**src/rtl/branch_seq.sv**
```systemverilog
`default_nettype none
// ============================================================================
// Module      : branch_seq
// Description : Conditional-branch sequencer. It drives the condition register
//               onto the bus, strobes CON_enable, samples con_q and, when the
//               branch is taken, loads PC from the target register.
//               Optional macro BRANCH_SEQ_LINK_EN adds the brl link step.
// Revision    : 1.0 - initial release
// ============================================================================
module branch_seq #(
    parameter int CNT_BITS = 16,
    parameter int SETTLE   = 1
) (
    input  logic                clk,
    input  logic                clr,
    input  logic                start,
`ifdef BRANCH_SEQ_LINK_EN
    input  logic                link,
    output logic                PCout,
    output logic                Grc,
    output logic                Rin,
`endif
    input  logic                con_q,
    output logic                Gra,
    output logic                Grb,
    output logic                Rout,
    output logic                CON_enable,
    output logic                PCin,
    output logic                busy,
    output logic                done,
    output logic                taken,
    output logic [CNT_BITS-1:0] taken_cnt
);

    typedef enum logic [2:0] {
        ST_IDLE   = 3'd0,
        ST_DRIVE  = 3'd1,
        ST_LATCH  = 3'd2,
        ST_SAMPLE = 3'd3,
        ST_TAKE   = 3'd4,
        ST_FIN    = 3'd5
`ifdef BRANCH_SEQ_LINK_EN
        , ST_LINK = 3'd6
`endif
    } state_t;

    localparam logic [1:0]          c_settle  = 2'(SETTLE);
    localparam logic [CNT_BITS-1:0] c_cnt_max = {CNT_BITS{1'b1}};

    state_t              r_state;
    state_t              w_state_next;
    logic [1:0]          r_settle;
    logic [1:0]          w_settle_next;
    logic                r_taken;
    logic                w_taken_next;
    logic [CNT_BITS-1:0] r_cnt;

    logic r_gra, r_grb, r_rout, r_con_en, r_pcin, r_busy, r_done, r_taken_o;
    logic w_gra, w_grb, w_rout, w_con_en, w_pcin, w_busy, w_done, w_taken_o;

`ifdef BRANCH_SEQ_LINK_EN
    logic r_link;
    logic w_link_next;
    logic r_link_strb;
    logic w_link_strb;
`endif

    always_comb begin
        w_state_next  = r_state;
        w_settle_next = r_settle;
        w_taken_next  = r_taken;
`ifdef BRANCH_SEQ_LINK_EN
        w_link_next   = r_link;
`endif
        case (r_state)
            ST_IDLE: begin
                if (start) begin
                    w_state_next  = ST_DRIVE;
                    w_settle_next = c_settle;
                    w_taken_next  = 1'b0;
`ifdef BRANCH_SEQ_LINK_EN
                    w_link_next   = link;
`endif
                end
            end
            ST_DRIVE: begin
                if (r_settle == 2'd0) begin
                    w_state_next = ST_LATCH;
                end else begin
                    w_settle_next = r_settle - 2'd1;
                end
            end
            ST_LATCH: w_state_next = ST_SAMPLE;
            ST_SAMPLE: begin
                // The condition result is remembered so a link step can sit in between.
                w_taken_next = con_q;
`ifdef BRANCH_SEQ_LINK_EN
                if (r_link) begin
                    w_state_next = ST_LINK;
                end else
`endif
                w_state_next = con_q ? ST_TAKE : ST_FIN;
            end
`ifdef BRANCH_SEQ_LINK_EN
            ST_LINK: w_state_next = r_taken ? ST_TAKE : ST_FIN;
`endif
            ST_TAKE: w_state_next = ST_FIN;
            ST_FIN:  w_state_next = ST_IDLE;
            default: w_state_next = ST_IDLE;
        endcase
    end

    // Outputs are decoded from the next state and registered alongside it.
    always_comb begin
        w_gra     = (w_state_next == ST_DRIVE) || (w_state_next == ST_LATCH);
        w_grb     = (w_state_next == ST_TAKE);
        w_rout    = w_gra || w_grb;
        w_con_en  = (w_state_next == ST_LATCH);
        w_pcin    = (w_state_next == ST_TAKE);
        w_busy    = (w_state_next != ST_IDLE) && (w_state_next != ST_FIN);
        w_done    = (w_state_next == ST_FIN);
        w_taken_o = (w_state_next == ST_FIN) && w_taken_next;
`ifdef BRANCH_SEQ_LINK_EN
        w_link_strb = (w_state_next == ST_LINK);
`endif
    end

    always_ff @(posedge clk or negedge clr) begin
        if (!clr) begin
            r_state   <= ST_IDLE;
            r_settle  <= 2'd0;
            r_taken   <= 1'b0;
            r_cnt     <= '0;
            r_gra     <= 1'b0;
            r_grb     <= 1'b0;
            r_rout    <= 1'b0;
            r_con_en  <= 1'b0;
            r_pcin    <= 1'b0;
            r_busy    <= 1'b0;
            r_done    <= 1'b0;
            r_taken_o <= 1'b0;
        end else begin
            r_state   <= w_state_next;
            r_settle  <= w_settle_next;
            r_taken   <= w_taken_next;
            r_gra     <= w_gra;
            r_grb     <= w_grb;
            r_rout    <= w_rout;
            r_con_en  <= w_con_en;
            r_pcin    <= w_pcin;
            r_busy    <= w_busy;
            r_done    <= w_done;
            r_taken_o <= w_taken_o;
            if (r_state == ST_FIN && r_taken && r_cnt != c_cnt_max) begin
                r_cnt <= r_cnt + CNT_BITS'(1);
            end
        end
    end

`ifdef BRANCH_SEQ_LINK_EN
    always_ff @(posedge clk or negedge clr) begin
        if (!clr) begin
            r_link      <= 1'b0;
            r_link_strb <= 1'b0;
        end else begin
            r_link      <= w_link_next;
            r_link_strb <= w_link_strb;
        end
    end

    assign PCout = r_link_strb;
    assign Grc   = r_link_strb;
    assign Rin   = r_link_strb;
`endif

    assign Gra        = r_gra;
    assign Grb        = r_grb;
    assign Rout       = r_rout;
    assign CON_enable = r_con_en;
    assign PCin       = r_pcin;
    assign busy       = r_busy;
    assign done       = r_done;
    assign taken      = r_taken_o;
    assign taken_cnt  = r_cnt;

endmodule
`default_nettype wire

```
**config.mk**
```make
export PLATFORM = sky130hd
export DESIGN_NAME = branch_seq
export DESIGN_NICKNAME = d
export VERILOG_FILES = /design/src/rtl/branch_seq.sv
export SDC_FILE = /design/constraint.sdc
export NUM_CORES = 1
export LEC_CHECK = 0
export CAP_MARGIN = 20
export CORE_MARGIN = 4
export CORE_UTILIZATION = 40
export CTS_CLUSTER_SIZE = 12
export DETAILED_ROUTE_END_ITERATION = 8
export MAX_ROUTING_LAYER = met4
export PLACE_DENSITY_LB_ADDON = 0.12
export SYNTH_ARGS = -nofsm -noshare
export SYNTH_HDL_FRONTEND = slang
export SYNTH_SLANG_ARGS = --single-unit
export TNS_END_PERCENT = 50
```
**constraint.sdc**
```tcl
create_clock -name clk -period 4.3 [get_ports clk]
set_input_delay 0.86 -clock clk [delete_from_list [all_inputs] [get_ports clk]]
set_output_delay 0.86 -clock clk [all_outputs]
set_load 0.01 [all_outputs]
```
==> impl_results.md <==
- Total CTS buffers: 5
- Vias per inst: 5.27
- RSZ-0062 raised after global routing: no
- Per-cell routed wire length: 13.9 µm
- Fin crit share: 0.525
- Number of hold violations in the final report: 0
- First-pass GRT wire length: 5.00 mm
- Total Routing Usage GR: 0.153
- Synth warn: 0
- Count leader, synth: dfrtp_1
- Top delay family on crit path: buffers and inverters
- Slew @ Worst Pin: 468 ps
- Metal3 WL: 162 µm
- Peak VDD IR: 361 µV
- Top FF cell, synth: dfrtp_1
- Final slew viol count: 0
- Type of the worst setup path: reg2out
- Post-layout nets: 171
- Post-Syn Instances: 134
- Critical path fanouts, max: 7
- Metal-1 WL: 1.46 mm
- Final antenna-violating net count: 0
- DRT Wirelength: 2.93 mm
- Final core occ: 0.531
- RePlAce Congestion: 0.790
- Top Metal Used: met4
- F_max: 443 MHz
- Hold Crit Start: taken_cnt[12]$_DFFE_PN0P_
- Detailed Route Iter0 Violations: 56
- Hold Path Sink: taken_cnt[12]$_DFFE_PN0P_
- Vias post-DR: 1112
- Ports: 28
- DP Cell Count: 204
- Reg2Reg Depth: 4
- PwrDens: 486 nW/µm²
- Post-CTS Setup Inserts: 0
- Number of H-tree levels: 2
- Max-Cap Viols: 0
- Multi-input gate area: 666 µm²
- CP endpoint kind: primary output
- Crit path time final: 2260 ps
- # setup viols final: 0
- FF+latch area: 726 µm²
- Post-synth EDFFs: 0
- Crit Reg-Reg Startpoint: r_state[1]$_DFF_PN0_
- Largest net degree at the start of global routing: 30
- RR Endpoint: taken_cnt[15]$_DFFE_PN0P_
- Syn Nets: 140
- Cell taking the most area after synthesis: dfrtp_1
- CTS sink cnt: 29
- Max_slew headroom: 0.686
- Initial core utilization: 0.422
- Overall overflow remaining after global route: 0
- CTS tree: done
- Setup TNS: 0 ps
- Clk_lat worst skew: 330 ps
- Min-delay worst type: reg2reg
- Syn avg cell area: 10.7 µm²
- Core area: 3390 µm²
- Post-cts sizing count: 0
- Crit-path cells: clkdlybuf4s50_1
- Diode count: 0
- Non-Filler Instances: 211
- Filler instances: 295
- Required @ worst endpoint: 3440 ps
- Top post-synthesis cells by area: dfrtp_1 51%, xor2_1 3.7%, a21oi_1 2.8%
- Clock transition at the registers of the reported paths: 90 ps
- Row count: 21
- Unique masters post-synth: 37
- Arr. time, crit path: 1400 ps
- Share of layout cells above drive strength 1: 0.109
- Yosys reg bits: 29
- Drt first pass iters: 6
- Area grow syn2layout: 26.0%
- Commonest cells in the synthesized netlist: 29 x dfrtp_1, 9 x nor2_1, 8 x a21oi_1, 7 x nand2_1, 7 x nand3_1
- CTS Hold Buffers Added: 0
- Initial antenna violation count: 0
- Input/output buffers: 27
- Seq/Total Area, Yosys: 0.508
- Worst hold path depth: 1
- Longest Clk Path Bufs: 2
- Met2 wire length: 1.25 mm
- Die Y: 67.8 µm
- Setup slack, reg-to-reg: 2360 ps
- Asr flop ratio synth: 1.00
- CTS Root Cell: clkbuf_4
- Status: finished clean
- Syn Std Cell Area: 1430 µm²
- Clock Skew: 12.2 ps
- Buffers plus inverters on the worst setup path: 1
- DRC: 0
- DP Wirelength: 2.08 mm
- Synth top area share: 0.508
- Lkg Pwr: 0.804 nW
- Die W: 67.8 µm
- Die area: 4590 µm²
- Worst path slowest cell: clkdlybuf4s50_1
- Vias in the first global route: 1023
- Slowest stage delay, CP: 580 ps
- CP startpoint kind: register
flip-flops by register name, summed over array words and instances, names as in the netlist:
signal / count
CON_enable: 1
Gra: 1
PCin: 1
Rout: 1
busy: 1
done: 1
r_settle: 2
r_state: 3
r_taken: 1
taken: 1
taken_cnt: 16
layout by cell type (no fill, tap or decap), drive strengths merged, types with 5 or more instances in the layout:
cell type | Yosys | routed
nand3 | 7 | 7
nand2 | 7 | 7
xor2 | 6 | 6
a21oi | 8 | 8
o21ai | 5 | 5
clkbuf | 3 | 7
nor3 | 6 | 6
clkdlybuf4s50 | 0 | 27
nor2 | 9 | 9
dfrtp | 29 | 29
inv | 5 | 5
cell type report:
type | instances | share of cell area
multi-input combinational | 96 | 0.370
clock buffer | 7 | 0.0306
tap | 46 | 0.0320
timing repair buffer | 28 | 0.154
inverter | 5 | 0.0104
sequential | 29 | 0.403
logic make-up after synthesis:
| logic type | count (synthesis) | share of synthesized area |
|---|---|---|
| and+or+nand+nor | 59 | 0.269 |
| AOI/OAI and AO/OA | 21 | 0.0867 |
| buffers and inverters | 9 | 0.0263 |
| adders and majority gates | 2 | 0.0175 |
| muxes | 4 | 0.0315 |
| xor gates and xnor gates | 10 | 0.0613 |
| DFF | 29 | 0.508 |
per-stage QoR:
stage	instance area (µm²)	hold WS, ps	power (mW)	setup WS (ps)
after global placement	1750	490	0.701	2350
final	1800	514	0.875	2040
after global routing	1800	543	0.938	1970
after floorplan	1430	472	0.591	2620
after CTS	1800	513	0.883	2020
after detailed placement	1750	492	0.711	2320
metal layers:
layer	vias up	track usage
li1	552	-
met1	526	0.206
met2	27	0.198
met3	7	0.0532
met4	0	0.0835
met5	-	-
worst max-delay path by stage:
stage	from	endpoint	slack, ps	cells after the start
floorplan	taken_cnt[0]$_DFFE_PN0P_	taken_cnt[4]$_DFFE_PN0P_	2620	5
global placement	con_q	r_settle[1]$_DFFE_PN0P_	2350	5
detailed placement	con_q	r_settle[1]$_DFFE_PN0P_	2320	5
CTS	taken_cnt[2]$_DFFE_PN0P_	taken_cnt[2]	2020	1
global route	taken_cnt[2]$_DFFE_PN0P_	taken_cnt[2]	1970	1
finish	taken_cnt[2]$_DFFE_PN0P_	taken_cnt[2]	2040	1
report_power, final:
group	switching, mW	internal [mW]	total (mW)
Sequential	0.0784	0.331	0.409
Clock	0.0918	0.0770	0.169
Combinational	0.135	0.162	0.297
Total	0.305	0.570	0.875
Power figures use the tool's default switching activity.
